<file path="config.mk">
export PLATFORM = sky130hd
export DESIGN_NAME = brick_field_ctrl_flat
export DESIGN_NICKNAME = d
export VERILOG_FILES = /design/src/rtl/brick_field_if.sv /design/src/rtl/brick_field_ctrl.sv /design/src/flat_wrapper.sv
export SDC_FILE = /design/constraint.sdc
export NUM_CORES = 1
export LEC_CHECK = 0
export CAP_MARGIN = 20
export CORE_MARGIN = 4
export CORE_UTILIZATION = 50
export DETAILED_ROUTE_END_ITERATION = 10
export GPL_ROUTABILITY_DRIVEN = 0
export PLACE_DENSITY = 0.8
export SLEW_MARGIN = 20
export SYNTH_ARGS = -nofsm -noshare
export SYNTH_HDL_FRONTEND = slang
export SYNTH_SLANG_ARGS = --single-unit
</file>
<file path="constraint.sdc">
create_clock -name i_clk -period 7.3 [get_ports i_clk]
set_input_delay 0.73 -clock i_clk [delete_from_list [all_inputs] [get_ports i_clk]]
set_output_delay 0.73 -clock i_clk [all_outputs]
set_load 0.01 [all_outputs]
</file>
<file path="src/rtl/brick_field_if.sv">
// Bus between the ball/renderer side and the brick wall controller:
// frame strobes, ball position, and the wall/score/bounce state.
interface brick_field_if #(
    parameter int N = 32
);
    logic           i_ani_stb;
    logic           i_animate;
    logic           i_load;
    logic           i_col_ack;
    logic [11:0]    s_x;
    logic [11:0]    s_y;
    logic [N-1:0]   o_alive;
    logic [8:0]     o_score;
    logic           o_hit;
    logic [1:0]     o_hit_dir;
    logic [5:0]     o_hit_idx;
    logic           o_busy;
    logic           o_clear;

    modport master (
        output i_ani_stb, i_animate, i_load, i_col_ack, s_x, s_y,
        input  o_alive, o_score, o_hit, o_hit_dir, o_hit_idx, o_busy, o_clear
    );

    modport slave (
        input  i_ani_stb, i_animate, i_load, i_col_ack, s_x, s_y,
        output o_alive, o_score, o_hit, o_hit_dir, o_hit_idx, o_busy, o_clear
    );
endinterface

</file>
<file path="src/rtl/brick_field_ctrl.sv">
// Breakout brick wall held as one alive bitmap; each frame the latched ball
// is tested against the bricks one per clock and the first overlap is retired.
module brick_field_ctrl #(
    parameter int ROWS     = 4,
    parameter int COLS     = 8,
    parameter int X0       = 60,
    parameter int Y0       = 40,
    parameter int PITCH_X  = 74,
    parameter int PITCH_Y  = 16,
    parameter int B_WIDTH  = 30,
    parameter int B_HEIGHT = 5,
    parameter int S_SIZE   = 5
) (
    input  logic          i_clk,
    input  logic          i_rst,
    brick_field_if.slave  bus
);
    localparam int N = ROWS * COLS;

    typedef enum logic [1:0] {ST_IDLE, ST_SCAN, ST_DONE} state_t;

    state_t         state_q, state_d;
    logic [5:0]     idx_q, idx_d;
    logic [5:0]     row_q, row_d;
    logic [5:0]     col_q, col_d;
    logic [11:0]    lx_q, lx_d;
    logic [11:0]    ly_q, ly_d;
    logic [N-1:0]   alive_q, alive_d;
    logic [8:0]     score_q, score_d;
    logic           hit_q, hit_d;
    logic [1:0]     dir_q, dir_d;
    logic [5:0]     hit_idx_q, hit_idx_d;

    logic signed [12:0] cx, cy, dx, dy, adx, ady;
    logic signed [13:0] mx, my;
    logic [63:0]        alive_ext;
    logic [N-1:0]       retire_mask;
    logic               hit_now;
    logic [1:0]         dir_now;

    // Row/col counters track idx so brick centres need no divide.
    always_comb begin
        cx  = 13'(X0 + int'(col_q) * PITCH_X);
        cy  = 13'(Y0 + int'(row_q) * PITCH_Y);
        dx  = $signed({1'b0, lx_q}) - cx;
        dy  = $signed({1'b0, ly_q}) - cy;
        adx = dx[12] ? -dx : dx;
        ady = dy[12] ? -dy : dy;
        mx  = $signed(14'(B_WIDTH + S_SIZE)) - 14'(adx);
        my  = $signed(14'(B_HEIGHT + S_SIZE)) - 14'(ady);
        alive_ext   = 64'(alive_q);
        retire_mask = N'(64'd1 << idx_q);
        hit_now = (state_q == ST_SCAN) && alive_ext[idx_q] && !mx[13] && !my[13];
        if (mx == my) begin
            dir_now = 2'b11;
        end else if (my < mx) begin
            dir_now = 2'b01;
        end else begin
            dir_now = 2'b10;
        end
    end

    always_comb begin
        state_d   = state_q;
        idx_d     = idx_q;
        row_d     = row_q;
        col_d     = col_q;
        lx_d      = lx_q;
        ly_d      = ly_q;
        alive_d   = alive_q;
        score_d   = score_q;
        hit_d     = 1'b0;
        dir_d     = dir_q;
        hit_idx_d = hit_idx_q;

        if (bus.i_load) begin
            alive_d = '1;
            score_d = '0;
            dir_d   = 2'b00;
            state_d = ST_IDLE;
        end else begin
            // A fresh hit below overrides this acknowledge.
            if (bus.i_col_ack) begin
                dir_d = 2'b00;
            end
            unique case (state_q)
                ST_IDLE: begin
                    if (bus.i_ani_stb && bus.i_animate) begin
                        lx_d    = bus.s_x;
                        ly_d    = bus.s_y;
                        idx_d   = '0;
                        row_d   = '0;
                        col_d   = '0;
                        state_d = ST_SCAN;
                    end
                end
                ST_SCAN: begin
                    if (hit_now) begin
                        alive_d   = alive_q & ~retire_mask;
                        score_d   = (score_q == 9'd511) ? score_q : score_q + 9'd1;
                        hit_d     = 1'b1;
                        hit_idx_d = idx_q;
                        dir_d     = dir_now;
                        state_d   = ST_DONE;
                    end else if (idx_q == 6'(N - 1)) begin
                        state_d = ST_DONE;
                    end else begin
                        idx_d = idx_q + 6'd1;
                        if (col_q == 6'(COLS - 1)) begin
                            col_d = '0;
                            row_d = row_q + 6'd1;
                        end else begin
                            col_d = col_q + 6'd1;
                        end
                    end
                end
                ST_DONE: state_d = ST_IDLE;
                default: state_d = ST_IDLE;
            endcase
        end
    end

    always_ff @(posedge i_clk) begin
        if (i_rst) begin
            state_q   <= ST_IDLE;
            idx_q     <= '0;
            row_q     <= '0;
            col_q     <= '0;
            lx_q      <= '0;
            ly_q      <= '0;
            alive_q   <= '1;
            score_q   <= '0;
            hit_q     <= 1'b0;
            dir_q     <= 2'b00;
            hit_idx_q <= '0;
        end else begin
            state_q   <= state_d;
            idx_q     <= idx_d;
            row_q     <= row_d;
            col_q     <= col_d;
            lx_q      <= lx_d;
            ly_q      <= ly_d;
            alive_q   <= alive_d;
            score_q   <= score_d;
            hit_q     <= hit_d;
            dir_q     <= dir_d;
            hit_idx_q <= hit_idx_d;
        end
    end

    assign bus.o_alive   = alive_q;
    assign bus.o_score   = score_q;
    assign bus.o_hit     = hit_q;
    assign bus.o_hit_dir = dir_q;
    assign bus.o_hit_idx = hit_idx_q;
    assign bus.o_busy    = (state_q != ST_IDLE);
    assign bus.o_clear   = (alive_q == '0);
endmodule

</file>
<file path="src/flat_wrapper.sv">
// flat-port wrapper written by rule: the top's interface ports become plain ports
module brick_field_ctrl_flat 
#(
    parameter int ROWS     = 4,
    parameter int COLS     = 8,
    parameter int X0       = 60,
    parameter int Y0       = 40,
    parameter int PITCH_X  = 74,
    parameter int PITCH_Y  = 16,
    parameter int B_WIDTH  = 30,
    parameter int B_HEIGHT = 5,
    parameter int S_SIZE   = 5
)
  (i_clk, i_rst, bus_i_ani_stb, bus_i_animate, bus_i_load, bus_i_col_ack, bus_s_x, bus_s_y, bus_o_alive, bus_o_score, bus_o_hit, bus_o_hit_dir, bus_o_hit_idx, bus_o_busy, bus_o_clear);
  brick_field_if bus_i ();
  input  logic i_clk;
  input  logic i_rst;
  input wire logic [$bits(bus_i.i_ani_stb)-1:0] bus_i_ani_stb;
  input wire logic [$bits(bus_i.i_animate)-1:0] bus_i_animate;
  input wire logic [$bits(bus_i.i_load)-1:0] bus_i_load;
  input wire logic [$bits(bus_i.i_col_ack)-1:0] bus_i_col_ack;
  input wire logic [$bits(bus_i.s_x)-1:0] bus_s_x;
  input wire logic [$bits(bus_i.s_y)-1:0] bus_s_y;
  output wire logic [$bits(bus_i.o_alive)-1:0] bus_o_alive;
  output wire logic [$bits(bus_i.o_score)-1:0] bus_o_score;
  output wire logic [$bits(bus_i.o_hit)-1:0] bus_o_hit;
  output wire logic [$bits(bus_i.o_hit_dir)-1:0] bus_o_hit_dir;
  output wire logic [$bits(bus_i.o_hit_idx)-1:0] bus_o_hit_idx;
  output wire logic [$bits(bus_i.o_busy)-1:0] bus_o_busy;
  output wire logic [$bits(bus_i.o_clear)-1:0] bus_o_clear;
  assign bus_i.i_ani_stb = bus_i_ani_stb;
  assign bus_i.i_animate = bus_i_animate;
  assign bus_i.i_load = bus_i_load;
  assign bus_i.i_col_ack = bus_i_col_ack;
  assign bus_i.s_x = bus_s_x;
  assign bus_i.s_y = bus_s_y;
  assign bus_o_alive = bus_i.o_alive;
  assign bus_o_score = bus_i.o_score;
  assign bus_o_hit = bus_i.o_hit;
  assign bus_o_hit_dir = bus_i.o_hit_dir;
  assign bus_o_hit_idx = bus_i.o_hit_idx;
  assign bus_o_busy = bus_i.o_busy;
  assign bus_o_clear = bus_i.o_clear;
  brick_field_ctrl #(.ROWS(ROWS), .COLS(COLS), .X0(X0), .Y0(Y0), .PITCH_X(PITCH_X), .PITCH_Y(PITCH_Y), .B_WIDTH(B_WIDTH), .B_HEIGHT(B_HEIGHT), .S_SIZE(S_SIZE)) u_core (.i_clk(i_clk), .i_rst(i_rst), .bus(bus_i));
endmodule
</file>
# Yosys cells after proc, flatten, opt, wreduce, memory -nomap -nowiden
# Index checks and enable logic that the tools add are counted.
op_classes:
  n_reduce_logical: 19
  n_eq_ne: 10
  mul: 1
  add_sub_neg: 12
  n_mux: 26
  magnitude_cmp: 2
  n_shift: 1
  n_bitwise: 5
op_table:
  columns: ["cell", "n"]
  rows:
  - ["6-bit 2-to-1 mux", 9]
  - ["6-bit case mux with 2 select lines", 3]
  - ["32-bit bitwise AND", 1]
  - ["32-bit logical NOT", 1]
  - ["32-bit inverter", 1]
  - ["1-bit by 6-bit left shift with 32-bit output (first input constant)", 1]
  - ["13-bit 2-to-1 mux", 2]
  - ["13-bit negation", 2]
  - ["13-bit subtractor", 2]
  - ["6-bit by 1-bit adder with 6-bit output (second input constant)", 3]
  - ["2-bit 2-to-1 mux", 8]
  - ["14-bit equality test", 1]
  - ["14-bit less-than comparator", 1]
  - ["5-bit by 13-bit subtractor with 14-bit output (first input constant)", 1]
  - ["7-bit by 13-bit subtractor with 14-bit output (first input constant)", 1]
  - ["7-bit by 13-bit adder with 13-bit output (first input constant)", 1]
  - ["6-bit by 6-bit multiplier with 12-bit output (second input constant)", 1]
  - ["6-bit by 10-bit adder with 11-bit output (first input constant)", 1]
  - ["9-bit by 1-bit adder with 9-bit output (second input constant)", 1]
  - ["9-bit equality test (second input constant)", 1]
  - ["3-bit AND reduction", 3]
  - ["6-bit by 7-bit less-than comparator with 1-bit output (second input constant)", 1]
  - ["1-bit binary-select mux with 6-bit select", 1]
  - ["6-bit by 3-bit equality test with 1-bit output (second input constant)", 1]
  - ["17 further kinds", 28]
totals:
  reg_bits: 94
  word_cells: 87
  inputBits: 30
  out_inout_bits: 52

# Logic depth before layout (Yosys ltp)
depth:
  word_depth: 11
  ltp_mapped: 38
  depth_no_buf: 37

# Worst setup path before layout
# Ideal clock, no wire load.
synth_timing:
  path_kind: "register to register"
  start: "register u_core.col_q[3]"
  end: "register u_core.dir_q[1], in the netlist u_core.bus.o_hit_dir[1]"
  setup_time_ps: 86
  path_buffers: 1
  arrival_ps: 6801
  stages_incl_launch_ff: 37
  path_slack_ps: 414
  cell_sequence: "dfxtp_1 ha_1 ha_1 fa_1 ha_1 a21o_1 a21oi_1 o21bai_1 a21oi_1 xnor2_1 ha_1 inv_1 ha_1 and4_1 o211ai_1 o221ai_1 nand4_1 nand2_1 clkbuf_1 nor2_1 xnor2_1 ha_1 inv_1 o21ai_0 a211oi_1 nand2b_1 a211oi_1 o21bai_1 xnor2_1 ha_1 o21ai_0 a21oi_1 o311a_1 a21oi_1 o21a_1 and4_1 a211oi_1"
synth_via:
  elab_chain_len: 11
  elab_cells_between_ends: 15
synth_lines:
  columns: ["item", "line_no", "source"]
  rows:
  - ["start: declaration", "brick_field_ctrl.sv:25", "logic [5:0] col_q, col_d;"]
  - ["start signal: assignment", "brick_field_ctrl.sv:140", "col_q <= col_d;"]
  - ["6-bit by 6-bit multiplier with 12-bit output *", "brick_field_ctrl.sv:43", "cx = 13'(X0 + int'(col_q) * PITCH_X);"]
  - ["7-bit by 13-bit adder with 13-bit output *", "brick_field_ctrl.sv:43", null]
  - ["13-bit subtractor *", "brick_field_ctrl.sv:45", "dx = $signed({1'b0, lx_q}) - cx;"]
  - ["13-bit negation", "brick_field_ctrl.sv:47", "adx = dx[12] ? -dx : dx;"]
  - ["13-bit 2-to-1 mux *", "brick_field_ctrl.sv:47", null]
  - ["7-bit by 13-bit subtractor with 14-bit output *", "brick_field_ctrl.sv:49", "mx = $signed(14'(B_WIDTH + S_SIZE)) - 14'(adx);"]
  - ["14-bit less-than comparator or 1-bit logical NOT (tied branches)", "brick_field_ctrl.sv:56, brick_field_ctrl.sv:53", null]
  - ["2-bit 2-to-1 mux or 1-bit logical AND (tied branches)", "brick_field_ctrl.sv:56, brick_field_ctrl.sv:53", null]
  - ["2-bit 2-to-1 mux or 1-bit logical AND (tied branches)", "brick_field_ctrl.sv:54, brick_field_ctrl.sv:53", null]
  - ["2-bit 2-to-1 mux *", "brick_field_ctrl.sv:98", "if (hit_now) begin"]
  - ["2-bit 2-to-1 mux *", "brick_field_ctrl.sv:86", "unique case (state_q)"]
  - ["end signal: assignment", "brick_field_ctrl.sv:146", "dir_q <= dir_d;"]
  - ["end: declaration", "brick_field_ctrl.sv:31", "logic [1:0] dir_q, dir_d;"]
# Mark *: on every way between the ends. The rest lies on a longest branch, timed or not.
# A chain may end at the register's enable or synchronous reset.

# Worst setup path in the final report
layout_timing:
  start: "register u_core.col_q[3]"
  end: "register u_core.dir_q[0], in the netlist u_core.bus.o_hit_dir[0]"
# Same word-level chain as after synthesis.

==> key figures <==
Outcome
  – Status: complete, no violations

Timing
  – Clock Skew: 11.4 ps
  – Worst-margin pin slew: 1000 ps
  – Final setup fails: 0
  – RSZ-0062 raised after global routing: false
  – Fmax: 146 MHz
  – Setup ws final: 472 ps
  – Pins Over Slew Limit: 0
  – Fin crit share: 93.5%
  – Hold Violations, Final: 0
  – Fin Setup TNS: 0 ps
  – Tmin final: 6830 ps
  – Rel. slew slack: 33.1%

Synth
  – Post-synthesis async set-or-reset flop share: 0%
  – Post-synth EDFFs: 0
  – Synth warn: 0
  – Top FF cell, synth: dfxtp_1
  – Sequential fraction of the synthesis area: 24.1%
  – Mean Syn Cell Area: 8.15 sq um
  – Mapped Area: 7820 sq um
  – Mapped Cells: 959
  – Yosys cell types: 93
  – Syn nets: 1070
  – Flop and latch count out of synthesis: 94

CTS
  – Clock Latency Late Sink: 350 ps
  – Clock sink count: 94
  – CTS tree: done
  – Hold buffers post-CTS: 0
  – Num CTS Buffers: 9
  – Clk slew on worst S/H paths: 80 ps
  – Clock root buffer: clkbuf_16
  – CTS H-tree lvls: 3
  – Clk buf depth: 2

Global routing
  – First-pass GRT wire length: 34600 microns
  – Total global-route track usage: 23.2%
  – Pin count of the biggest net entering global routing: 55
  – Vias in the first global route: 7033
  – Initial antenna violation count: 0
  – Remaining global-route overflow: 0

Layout
  – Final Util: 59.6%
  – Post-route insts no fill: 1234
  – Fin area: 9100 sq um
  – Most common cell after layout, fill and taps aside: nand2_1
  – Commonest cells after routing, fill and taps aside: 113 x nand2_1, 93 x dfxtp_1, 80 x clkdlybuf4s50_1
  – Area grow syn2layout: 16.4%
  – Antenna Cells: 0
  – Share of layout cells above drive strength 1: 8.31%
  – Fin nets: 1129

Routing
  – Via/cell ratio: 6.07
  – Initial DRC Count: 566
  – Vias: 7485
  – Routed Antenna Nets: 0
  – DRC Markers: 0
  – First-pass DRT Iterations: 5
  – Routed wire per std cell: 16.8 microns
  – Total Wirelength: 20700 microns

Critical path
  – Critical Path Source: u_core.col_q[3]
  – WP data required: 7540 ps
  – Most frequent CP cell: ha_1
  – R2r startpoint: u_core.col_q[3]
  – Maximum fanout along the worst path: 9
  – Crit-path max cell delay: 490 ps
  – Startpoint Class: flip-flop
  – Critical-path top delay cell: fa_1
  – CP Data Arrival Time: 7060 ps
  – Critical path class: flip-flop to flip-flop
  – Reg2Reg Depth: 35
  – CP Capture Point: u_core.bus.o_hit_dir[0]
  – CP endpoint kind: flip-flop
  – FF-to-FF setup slack: 470 ps
  – RR Endpoint: u_core.bus.o_hit_dir[0]

Placed design
  – Setup WS pre-CTS: 214 ps
  – Placed insts: 1216
  – Dpl hpwl: 15200 microns
  – Port bufs: 81
  – DP Area: 8760 sq um

Power
  – Int Pwr: 1.00 mW
  – Switching pwr: 0.565 mW
  – Leakage: 3.47 nW
  – Worst vdd ir: 0.117 mV
  – Pwr dens: 172 nW/um^2
  – Power share of the combinational group: 36.1%
  – Sw frac: 36.1%
  – Clk network pwr share: 30.2%
  – Sequential power share: 33.8%

Min path
  – HP Class: flip-flop to flip-flop
  – HP Start: u_core.lx_q[6]

Floorplan
  – Die ar.: 17700 sq um
  – Overall die height: 133 microns
  – Core Area: 15300 sq um
  – Effective utilization at floorplan: 51.2%
  – Std-Cell Rows: 45
  – IO Pins: 82
  – Die X-Extent: 133 microns

Flow run
  – Max-cap check violation count: 0
==> per-layer routing <==
metal	global-route usage (%)	vias up	part of all wire, %
li1	-	3665	-
met1	31.7	3518	46
met2	36.9	263	46
met3	4.71	39	6.2
met4	7.04	0	2.3
met5	0	-	0
==> critical path, delay by kind of cell (launching register included) <==
family | cells | cell delay [ps]
DFF | 1 | 380
AOI/OAI and AO/OA | 17 | 2560
xor gates and xnor gates | 3 | 360
and+or+nand+nor | 5 | 860
adders and majority gates | 8 | 2440
buffers and inverters | 2 | 120
==> cell families after synthesis <==
| logic type | count (synthesis) | synth area share, % |
|---|---|---|
| buffers and inverters | 104 | 5.41 |
| AO/OA/AOI/OAI | 247 | 23.2 |
| multiplexers | 26 | 4.98 |
| adder cells (fa/ha/maj) | 81 | 13.3 |
| XOR/XNOR | 50 | 5.78 |
| AND/OR/NAND/NOR | 357 | 23.2 |
| flip-flops | 94 | 24.1 |
==> state kept, by name (all words and copies together) (netlist names) <==
name and flops:
u_core.idx_q 6, u_core.bus.o_hit_dir 2, u_core.bus.o_score 9, u_core.lx_q 12
u_core.bus.o_hit 1, u_core.bus.o_alive 32, u_core.bus.o_hit_idx 6, u_core.state_q 2
u_core.row_q 6, u_core.ly_q 12, u_core.col_q 6
==> metrics by stage <==
stage	total power, mW	hold slack, ps
finish	1.56	457
global route	1.66	474
CTS	1.55	459
detailed placement	1.08	450
global placement	1.07	445
floorplan	0.967	436
==> repair_timing <==
item / in CTS / in global routing
setup endpoints to repair: 0 / 2
resized for setup: 0 / 9
setup buffers: 0 / 1
hold endpoints to repair: 0 / 0
==> power by group through the flow <==
stage	Clock (mW)	Sequential [mW]	Combinational (mW)
floorplan	0	0.536	0.431
global placement	0	0.541	0.534
detailed placement	0	0.541	0.542
CTS	0.477	0.529	0.549
global route	0.497	0.530	0.630
finish	0.472	0.528	0.564
==> Yosys cell counts, types with 4 or more instances <==
master     instances  area share [%]
inv_1             59             2.8
o21a_1            10            0.96
nand3_1           23             1.5
nor2b_1           12            0.96
ha_1              77              12
o21bai_1           5            0.48
nor4_1            11            0.88
buf_2             11            0.70
xor2_1            19             2.1
o221ai_1           4            0.45
or3_1             12            0.96
and2_1            11            0.88
buf_1              5            0.24
nand2b_1          11            0.88
a2111oi_0          5            0.56
nand2_1          113             5.4
nor2_1            79             3.8
mux2i_1           13             1.7
a21oi_1           58             3.7
fa_1               4             1.0
mux4_2            10             2.9
nand4_1           19             1.5
and4_1             4            0.45
a31oi_1           29             2.3
or2_2              6            0.48
xnor2_1           30             3.4
and3_1             8            0.64
o21ai_0           20             1.3
o31ai_1            8            0.77
a211o_1            5            0.56
or4_1              6            0.58
clkbuf_1          25             1.2
o41ai_1            4            0.45
a31o_2             5            0.56
dfxtp_1           94              24
a211oi_1          13             1.2
o211ai_1          11             1.1
o32a_1             8             1.0
a21o_1            11             1.1
nor3_1            17             1.1
nand3b_1           4            0.38
==> final cells by class <==
cell class,count,area (sq um)
inverter,60,225
fill,1371,6160
timing repair buffer,92,896
sequential,94,1890
multi-input combinational,761,5540
clock inverter,7,62.6
clock buffer,9,225
tap,211,264
==> worst min path at each step <==
stage / slack, ps / to / cells after the start
CTS: 460 / u_core.lx_q[6] / 2
floorplan: 440 / u_core.lx_q[10] / 2
global placement: 440 / u_core.lx_q[8] / 2
global route: 470 / u_core.bus.o_hit_idx[5] / 1
detailed placement: 450 / u_core.lx_q[6] / 2
finish: 460 / u_core.lx_q[6] / 2
No activity file was read; power rests on OpenSTA's default activity.
